==> src/rtl/compute_s_if.sv <==
// Start/done handshake plus the T RAM read port and the S RAM write port
// used by the second-pass IDCT stage.
interface compute_s_if #(
    parameter int DATA_W = 32
);
    logic              CS_start;
    logic              CS_done;
    logic [5:0]        T_address;
    logic [DATA_W-1:0] T_read_data;
    logic [8:0]        S_address;
    logic [7:0]        S_write_data;
    logic              S_we;

    // master is the compute stage itself; slave is the surrounding pipeline and RAMs
    modport master (
        input  CS_start,
        input  T_read_data,
        output CS_done,
        output T_address,
        output S_address,
        output S_write_data,
        output S_we
    );

    modport slave (
        output CS_start,
        output T_read_data,
        input  CS_done,
        input  T_address,
        input  S_address,
        input  S_write_data,
        input  S_we
    );
endinterface

==> src/rtl/compute_s.sv <==
// Second-pass IDCT: S = C^T * T for one 8x8 block, one multiply-accumulate per
// cycle, each result clipped to a byte and written to the S RAM.
module compute_s #(
    parameter int         DATA_W = 32,
    parameter int         COEF_W = 13,
    parameter int         ACC_W  = 48,
    parameter logic [8:0] S_BASE = 9'd0
) (
    input  logic        CLOCK_50_I,
    input  logic        Reset,
    compute_s_if.master bus
);

    localparam int PROD_W = DATA_W + COEF_W;

    typedef enum logic [2:0] {
        S_CS_IDLE,
        S_CS_READ,
        S_CS_FLUSH,
        S_CS_WRITE,
        S_CS_DONE
    } cs_state_t;

    cs_state_t state, state_n;

    logic [2:0]              x;
    logic [2:0]              y;
    logic [2:0]              u;
    logic signed [ACC_W-1:0] acc;

    logic signed [COEF_W-1:0] coef_c;
    logic signed [PROD_W-1:0] prod;
    logic signed [ACC_W-1:0]  prod_ext;

    // c(u,x) = sign(cos(m*pi/16)) * M[fold(m)], m = (2x+1)u mod 32; m never hits 0, 8, 16 or 24
    function automatic logic signed [COEF_W-1:0] coef(input logic [2:0] cu, input logic [2:0] cx);
        logic [4:0] m;
        logic [3:0] k;
        logic       neg;
        int         mag;
        m   = {1'b0, cx, 1'b1} * {2'b00, cu};
        k   = m[3:0];
        if (k > 4'd8)
            k = 4'd0 - k;
        neg = (m > 5'd8) && (m < 5'd24);
        case (k)
            4'd1:    mag = 2008;
            4'd2:    mag = 1892;
            4'd3:    mag = 1702;
            4'd4:    mag = 1448;
            4'd5:    mag = 1137;
            4'd6:    mag = 783;
            4'd7:    mag = 399;
            default: mag = 0;
        endcase
        if (cu == 3'd0) begin
            mag = 1448;
            neg = 1'b0;
        end
        return COEF_W'(neg ? -mag : mag);
    endfunction

    function automatic logic [7:0] clip(input logic signed [ACC_W-1:0] v);
        logic signed [ACC_W-1:0] s;
        s = v >>> 16;
        if (s < 0)
            return 8'd0;
        else if (s > 255)
            return 8'd255;
        else
            return s[7:0];
    endfunction

    // The data on T_read_data belongs to the address issued last cycle, i.e. row u-1
    // (after the increment past 7, u-1 wraps to 7 for the flush cycle).
    assign coef_c   = coef(u - 3'd1, x);
    assign prod     = $signed(bus.T_read_data) * coef_c;
    assign prod_ext = {{(ACC_W-PROD_W){prod[PROD_W-1]}}, prod};

    always_ff @(posedge CLOCK_50_I) begin
        if (Reset)
            state <= S_CS_IDLE;
        else
            state <= state_n;
    end

    always_comb begin
        state_n = state;
        case (state)
            S_CS_IDLE:  if (bus.CS_start) state_n = S_CS_READ;
            S_CS_READ:  if (u == 3'd7) state_n = S_CS_FLUSH;
            S_CS_FLUSH: state_n = S_CS_WRITE;
            S_CS_WRITE: state_n = (x == 3'd7 && y == 3'd7) ? S_CS_DONE : S_CS_READ;
            S_CS_DONE:  state_n = S_CS_IDLE;
            default:    state_n = S_CS_IDLE;
        endcase
    end

    always_ff @(posedge CLOCK_50_I) begin
        if (Reset) begin
            x                <= '0;
            y                <= '0;
            u                <= '0;
            acc              <= '0;
            bus.T_address    <= '0;
            bus.S_address    <= '0;
            bus.S_write_data <= '0;
            bus.S_we         <= 1'b0;
            bus.CS_done      <= 1'b0;
        end else begin
            bus.S_we    <= 1'b0;
            bus.CS_done <= 1'b0;
            case (state)
                S_CS_IDLE: begin
                    if (bus.CS_start) begin
                        x   <= '0;
                        y   <= '0;
                        u   <= '0;
                        acc <= '0;
                    end
                end
                S_CS_READ: begin
                    bus.T_address <= {u, y};
                    u             <= u + 3'd1;
                    if (u != 3'd0)
                        acc <= acc + prod_ext;
                end
                S_CS_FLUSH: begin
                    acc <= acc + prod_ext;
                end
                S_CS_WRITE: begin
                    bus.S_we         <= 1'b1;
                    bus.S_address    <= S_BASE + {3'b000, x, y};
                    bus.S_write_data <= clip(acc);
                    acc              <= '0;
                    y                <= y + 3'd1;
                    if (y == 3'd7)
                        x <= x + 3'd1;
                end
                S_CS_DONE: begin
                    bus.CS_done <= 1'b1;
                end
                default: ;
            endcase
        end
    end

endmodule

==> src/flat_wrapper.sv <==
// flat-port wrapper written by rule: the top's interface ports become plain ports
module compute_s_flat 
#(
    parameter int         DATA_W = 32,
    parameter int         COEF_W = 13,
    parameter int         ACC_W  = 48,
    parameter logic [8:0] S_BASE = 9'd0
)
  (CLOCK_50_I, Reset, bus_CS_start, bus_T_read_data, bus_CS_done, bus_T_address, bus_S_address, bus_S_write_data, bus_S_we);
  compute_s_if #(.DATA_W(DATA_W)) bus_i ();
  input  logic CLOCK_50_I;
  input  logic Reset;
  input wire logic [$bits(bus_i.CS_start)-1:0] bus_CS_start;
  input wire logic [$bits(bus_i.T_read_data)-1:0] bus_T_read_data;
  output wire logic [$bits(bus_i.CS_done)-1:0] bus_CS_done;
  output wire logic [$bits(bus_i.T_address)-1:0] bus_T_address;
  output wire logic [$bits(bus_i.S_address)-1:0] bus_S_address;
  output wire logic [$bits(bus_i.S_write_data)-1:0] bus_S_write_data;
  output wire logic [$bits(bus_i.S_we)-1:0] bus_S_we;
  assign bus_i.CS_start = bus_CS_start;
  assign bus_i.T_read_data = bus_T_read_data;
  assign bus_CS_done = bus_i.CS_done;
  assign bus_T_address = bus_i.T_address;
  assign bus_S_address = bus_i.S_address;
  assign bus_S_write_data = bus_i.S_write_data;
  assign bus_S_we = bus_i.S_we;
  compute_s #(.DATA_W(DATA_W), .COEF_W(COEF_W), .ACC_W(ACC_W), .S_BASE(S_BASE)) u_core (.CLOCK_50_I(CLOCK_50_I), .Reset(Reset), .bus(bus_i));
endmodule
==> config.mk <==
export PLATFORM = sky130hd
export DESIGN_NAME = compute_s_flat
export DESIGN_NICKNAME = d
export VERILOG_FILES = /design/src/rtl/compute_s_if.sv /design/src/rtl/compute_s.sv /design/src/flat_wrapper.sv
export SDC_FILE = /design/constraint.sdc
export NUM_CORES = 1
export LEC_CHECK = 0
export ABC_AREA = 1
export CORE_AREA = 3 3 200 202
export DETAILED_ROUTE_END_ITERATION = 10
export DIE_AREA = 0 0 203 205
export PLACE_DENSITY_LB_ADDON = 0.3
export SLEW_MARGIN = 20
export SYNTH_ARGS = -nofsm -noshare
export SYNTH_HDL_FRONTEND = slang
export SYNTH_SLANG_ARGS = --single-unit
==> constraint.sdc <==
create_clock -name CLOCK_50_I -period 12.6 [get_ports CLOCK_50_I]
set_input_delay 3.78 -clock CLOCK_50_I [delete_from_list [all_inputs] [get_ports CLOCK_50_I]]
set_output_delay 3.78 -clock CLOCK_50_I [all_outputs]
set_load 0.005 [all_outputs]
# After elaboration in Yosys (flattened, before gate mapping)
# Index checks and enable logic that the tools add are counted.
# classes
n_mul	2
magnitude_cmp	5
addsub	7
muxes	21
reduce_logical	13
eq_ne	18
# ops
op	n
case mux 48 bit (4 select lines)	1
two-way mux 48 bit	2
case mux 11 bit (7 select lines)	1
adder 48 x 45 -> 48 bit	1
multiplier 32 x 13 -> 45 bit	1
greater-than comparator 32 x 9 -> 1 bit (second input constant)	1
< comparator 32 x 1 -> 1 bit (second input constant)	1
case mux 3 bit (2 select lines)	3
equality test 4 x 3 -> 1 bit (second input constant)	4
two-way mux 8 bit	2
two-way mux 3 bit	5
two-way mux 13 bit	1
negation 11 -> 13 bit	1
equality test 3 bit (second input constant)	4
case mux 3 bit (4 select lines)	1
two-way mux 11 bit	1
adder 3 x 1 -> 3 bit (second input constant)	3
equality test 4 x 2 -> 1 bit (second input constant)	2
equality test 3 x 2 -> 1 bit (second input constant)	2
logical NOT 3 bit	2
!= test 2 x 1 -> 1 bit (second input constant)	3
AND reduction 2 bit	3
AND reduction 3 bit	2
greater-than comparator 5 x 4 -> 1 bit (second input constant)	1
14 further kinds	18
# word_totals
inputBits	35
ff_bits	82
output_inout_bits	25

# Logic depth before layout (Yosys ltp)
# logic_depth
ltp_word	13
mapped_depth	52

# Worst setup path after synthesis
# No wires, ideal clock.
# synth_path
kind	input port to flip-flop
startpoint	input bus_T_read_data[31]
endpoint	register u_core.acc[41]
t_required_ps	12468
cell_stages	23
arrival_ps	9117
n_path_buf	1
path_slack_ps	3351
cell_sequence	clkbuf_1 -> inv_1 -> nor2_1 -> fa_1 -> inv_1 -> fa_1 -> inv_1 -> fa_1 -> fa_1 -> fa_1 -> inv_1 -> fa_1 -> inv_1 -> ha_1 -> nand2_1 -> nor2_1 -> inv_1 -> nor4_1 -> nand3_1 -> nand3_1 -> nand2_1 -> nand3_1 -> a21oi_1
# synth_via
elab_chain_len	4
# synth_rtl
element	line_no	source
start, declared	flat_wrapper.sv:14	input wire logic [$bits(bus_i.T_read_data)-1:0] bus_T_read_data;
multiplier 32 x 13 -> 45 bit (*)	compute_s.sv:77	assign prod = $signed(bus.T_read_data) * coef_c;
adder 48 x 45 -> 48 bit (*)	compute_s.sv:126, compute_s.sv:129	
two-way mux 48 bit	compute_s.sv:125	if (u != 3'd0)
case mux 48 bit (4 select lines) (*)	compute_s.sv:113	case (state)
end signal, assigned	compute_s.sv:126	acc <= acc + prod_ext;
end signal, assigned	compute_s.sv:129	acc <= acc + prod_ext;
end, declared	compute_s.sv:29	logic signed [ACC_W-1:0] acc;
# Mark *: on every way between the ends. The rest lies on a longest branch, timed or not. The select of a mux whose other input is x is not followed.
# A chain may end at the register's enable or synchronous reset.

# Final worst setup path
# layout_path
startpoint	register u_core.u[0]
endpoint	register u_core.acc[41]
# layout_via
elab_chain_len	13
word_cells_on_any_way	28
# layout_rtl
element	line_no	source
start, declared	compute_s.sv:28	logic [2:0] u;
start signal, assigned	compute_s.sv:124	u <= u + 3'd1;
subtractor 3 x 1 -> 3 bit	compute_s.sv:76	assign coef_c = coef(u - 3'd1, x);
multiplier 4 x 3 -> 5 bit	compute_s.sv:41	m = {1'b0, cx, 1'b1} * {2'b00, cu};
subtractor 1 x 4 -> 4 bit or greater-than comparator 4 bit (tied branches)	compute_s.sv:44, compute_s.sv:43	
two-way mux 4 bit	compute_s.sv:43	if (k > 4'd8)
equality test 4 x 3 -> 1 bit, or another cell as far along	compute_s.sv:46	case (k)
case mux 11 bit (7 select lines)	compute_s.sv:46	
two-way mux 11 bit	compute_s.sv:56	if (cu == 3'd0) begin
negation 11 -> 13 bit	compute_s.sv:60	return COEF_W'(neg ? -mag : mag);
two-way mux 13 bit	compute_s.sv:60	
multiplier 32 x 13 -> 45 bit	compute_s.sv:77	
adder 48 x 45 -> 48 bit	compute_s.sv:126, compute_s.sv:129	
two-way mux 48 bit	compute_s.sv:125	
case mux 48 bit (4 select lines)	compute_s.sv:113	
# Parallel ways exist; a longest one is shown, timed or not. The select of a mux whose other input is x is not followed.

==> flow_summary.ini <==
[outcome]
status = finished, final reports clean

[clock_tree]
clock_path_buffers = 2
insertion_delay_ns = 0.35
cts_resized = 0
cts_setup_buffers = 0
clk_pin_slew_ns = 0.07
cts_tree = done
ctsHoldBuffers = 0
htreeDepth = 3
cts_buffers = 9
root_buffer = clkbuf_16
cts_sinks = 82

[timing]
whs_ns = 0.4704
rsz0062_at_grt = false
setup_violations = 0
relSlewSlack = 0.2865
fin_tns_setup_ns = 0
fmax_mhz = 88.94
worst_slack_ns = 1.357
post-route-min-period_ns = 11.24
tightest_slew_ns = 1.066
slew_viol_final = 0
period_share = 0.8923
fin_skew_ns = 0.01193
hold_viol_final = 0

[setup_path]
crit_type = flip-flop to flip-flop
crit_family = adder cells
critPathMaxStageDelay_ns = 0.71
critPathBufInv = 10
cp.depth = 40
endpoint_kind = flip-flop
r2r_slack_ns = 1.36
r2r_cells = 40
r2r-start = u_core.u[0]$_SDFFE_PP0P_
crit_slowest_cell = o31ai_4
cp-startpoint = u_core.u[0]$_SDFFE_PP0P_
cp_common_cell = fa_1
crit_end = u_core.acc[41]$_SDFFE_PP0P_
r2r-end = u_core.acc[41]$_SDFFE_PP0P_
worst_ep_required_time_ns = 12.80
timing.critical_path.fanout_max = 33
start_kind = flip-flop
arrival_ns = 11.45

[final_layout]
n_antenna_cell = 0
syn2layout_area_growth_pct = 5.434
seqCellArea_mm2 = 0.001642
stdcell_count = 3219
fillers = 3556
multi_input_area_mm2 = 0.01659
layout-drive-gt1-share = 0.03147
final_nets = 3310

[synth]
synth_edf_count = 0
yosysWarnings = 0
synthFlopType = dfxtp_1
synth_seq_cells = 82
avgSynthCellArea_um2 = 7.771
synthCells = 2714
async_reset_ff_frac = 0
netlist_area_mm2 = 0.02109
seq_area_frac_synth = 0.07783
yosysUniqueCellTypes = 52

[floorplan]
row_count = 72
die_w_um = 203
core_area_mm2 = 0.03847
die_h_um = 205
ios = 60
die-area_mm2 = 0.04162
start_util = 0.5483

[detailed_routing]
drt_iter0_drc = 1586
wire_per_inst_um = 19.45
detail-route-antenna-nets = 0
routed_wl_um = 62610
vias = 17940
viasPerCell = 5.574
first_pass_iters = 6
drc = 0

[grt]
grt_max_degree = 66
grt_first_pass_wirelength_um = 101400
overflow = 0
grt_pass1_vias = 18830
antenna_found_initial = 0
grt_usage = 0.3115

[placement]
dp.cells = 3204
dp_hpwl_um = 52490
io_buffers = 56
gp_congestion = 1.014
place_ws_ns = 1.506

[flow_run]
max_cap_violations = 0

[worst_hold_path]
hold_class = flip-flop to flip-flop
## tightest hold or removal path: stages (launching register included)
cell and delay (ns):
dfxtp_1 0.31, nand2_1 0.06, a21oi_1 0.06
## sequential cells by signal, indices dropped and copies added, names as in the netlist
| name | count |
|---|---|
| u_core.bus.S_we | 1 |
| u_core.bus.CS_done | 1 |
| u_core.bus.S_address | 6 |
| u_core.bus.S_write_data | 8 |
| u_core.y | 3 |
| u_core.x | 3 |
| u_core.bus.T_address | 6 |
| u_core.u | 3 |
| u_core.acc | 48 |
| u_core.state | 3 |
## routing by layer
layer	wire, um	global-route usage	part of all wire	vias up
li1	-	-	-	8111
met1	25120	0.4150	0.40	8929
met2	30620	0.5308	0.49	784
met3	4849	0.04799	0.077	119
met4	2015	0.09181	0.032	0
met5	0	0	0	-
## how the worst min path moves through the flow
stage | cells after the start | slack, ns | start | end
floorplan | 2 | 0.45 | u_core.acc[12]$_SDFFE_PP0P_ | u_core.acc[12]$_SDFFE_PP0P_
global placement | 2 | 0.45 | u_core.acc[12]$_SDFFE_PP0P_ | u_core.acc[12]$_SDFFE_PP0P_
detailed placement | 2 | 0.46 | u_core.bus.S_write_data[2]$_SDFFE_PP0P_ | u_core.bus.S_write_data[2]$_SDFFE_PP0P_
CTS | 2 | 0.47 | u_core.bus.S_write_data[2]$_SDFFE_PP0P_ | u_core.bus.S_write_data[2]$_SDFFE_PP0P_
global route | 2 | 0.50 | u_core.bus.S_write_data[2]$_SDFFE_PP0P_ | u_core.bus.S_write_data[2]$_SDFFE_PP0P_
finish | 2 | 0.47 | u_core.bus.S_write_data[2]$_SDFFE_PP0P_ | u_core.bus.S_write_data[2]$_SDFFE_PP0P_
## Yosys cell counts (2+ instances only)
| cell type | n | area share |
|---|---|---|
| xor2_1 | 3 | 0.0012 |
| dfxtp_1 | 82 | 0.078 |
| fa_1 | 441 | 0.42 |
| buf_2 | 33 | 0.0078 |
| xnor2_1 | 5 | 0.0021 |
| nor4_1 | 9 | 0.0027 |
| o21ai_1 | 3 | 0.00071 |
| or2_2 | 16 | 0.0047 |
| a22oi_1 | 2 | 0.00071 |
| ha_1 | 137 | 0.081 |
| clkbuf_1 | 35 | 0.0062 |
| nand4_1 | 17 | 0.0050 |
| nand2_2 | 5 | 0.0015 |
| and3_1 | 2 | 0.00059 |
| a32o_1 | 2 | 0.00095 |
| o21ai_0 | 60 | 0.014 |
| inv_1 | 625 | 0.11 |
| nand3b_1 | 10 | 0.0036 |
| nor3_1 | 16 | 0.0038 |
| buf_6 | 6 | 0.0032 |
| nand2_4 | 5 | 0.0027 |
| nand3_1 | 232 | 0.055 |
| a21o_1 | 5 | 0.0018 |
| nor2_1 | 290 | 0.052 |
| buf_4 | 9 | 0.0032 |
| nand3_4 | 2 | 0.0017 |
| buf_1 | 18 | 0.0032 |
| a21oi_1 | 125 | 0.030 |
| o21a_1 | 3 | 0.0011 |
| o21bai_1 | 15 | 0.0053 |
| o211ai_1 | 4 | 0.0014 |
| a21boi_0 | 4 | 0.0014 |
| and2_1 | 3 | 0.00089 |
| inv_2 | 9 | 0.0016 |
| nor2_4 | 2 | 0.0011 |
| clkinv_1 | 3 | 0.00053 |
| nand3_2 | 2 | 0.00095 |
| nand2_1 | 460 | 0.082 |
## area by class of cell
type	instances	area share
clock buffer	9	0.01013
clock inverter	6	0.003038
inverter	638	0.1078
multi-input combinational	1895	0.7460
sequential	82	0.07382
tap	518	0.02915
timing repair buffer	71	0.03005
## cells in the final DEF, fill, tap and decap left out, drive strengths merged
| cell | instances |
|---|---|
| a21boi | 4 |
| a21o | 5 |
| a21oi | 125 |
| a22oi | 2 |
| a31oi | 1 |
| a32o | 2 |
| a32oi | 1 |
| and2 | 3 |
| and3 | 2 |
| buf | 16 |
| bufinv | 1 |
| clkbuf | 9 |
| clkdlybuf4s50 | 55 |
| clkinv | 5 |
| clkinvlp | 2 |
| conb | 3 |
| dfxtp | 82 |
| fa | 441 |
| ha | 137 |
| inv | 636 |
| nand2 | 470 |
| nand3 | 236 |
| nand3b | 10 |
| nand4 | 17 |
| nor2 | 294 |
| nor3 | 17 |
| nor4 | 9 |
| o211ai | 5 |
| o21a | 3 |
| o21ai | 65 |
| o21bai | 15 |
| o31ai | 2 |
| or2 | 17 |
| xnor2 | 6 |
| xor2 | 3 |
## metrics by stage
stage | utilization | area [um2]
global route | 0.5781 | 22240
floorplan | - | 21100
CTS | 0.5781 | 22240
detailed placement | 0.5705 | 21940
global placement | 0.5705 | 21940
finish | 0.5781 | 22240
## cells by family after synthesis
logic type               Yosys count  synth area share
flip-flops                        82           0.07783
other                              1         0.0001778
adder cells (fa/ha/maj)          578            0.4999
buffers and inverters            739            0.1373
AO/OA/AOI/OAI                    230           0.06075
AND/OR/NAND/NOR                 1075            0.2200
XOR/XNOR                           9          0.004094
Power is left out: the tool's default activity adds up to more than one toggle a clock period on the data nets, which glitch-free logic cannot reach.
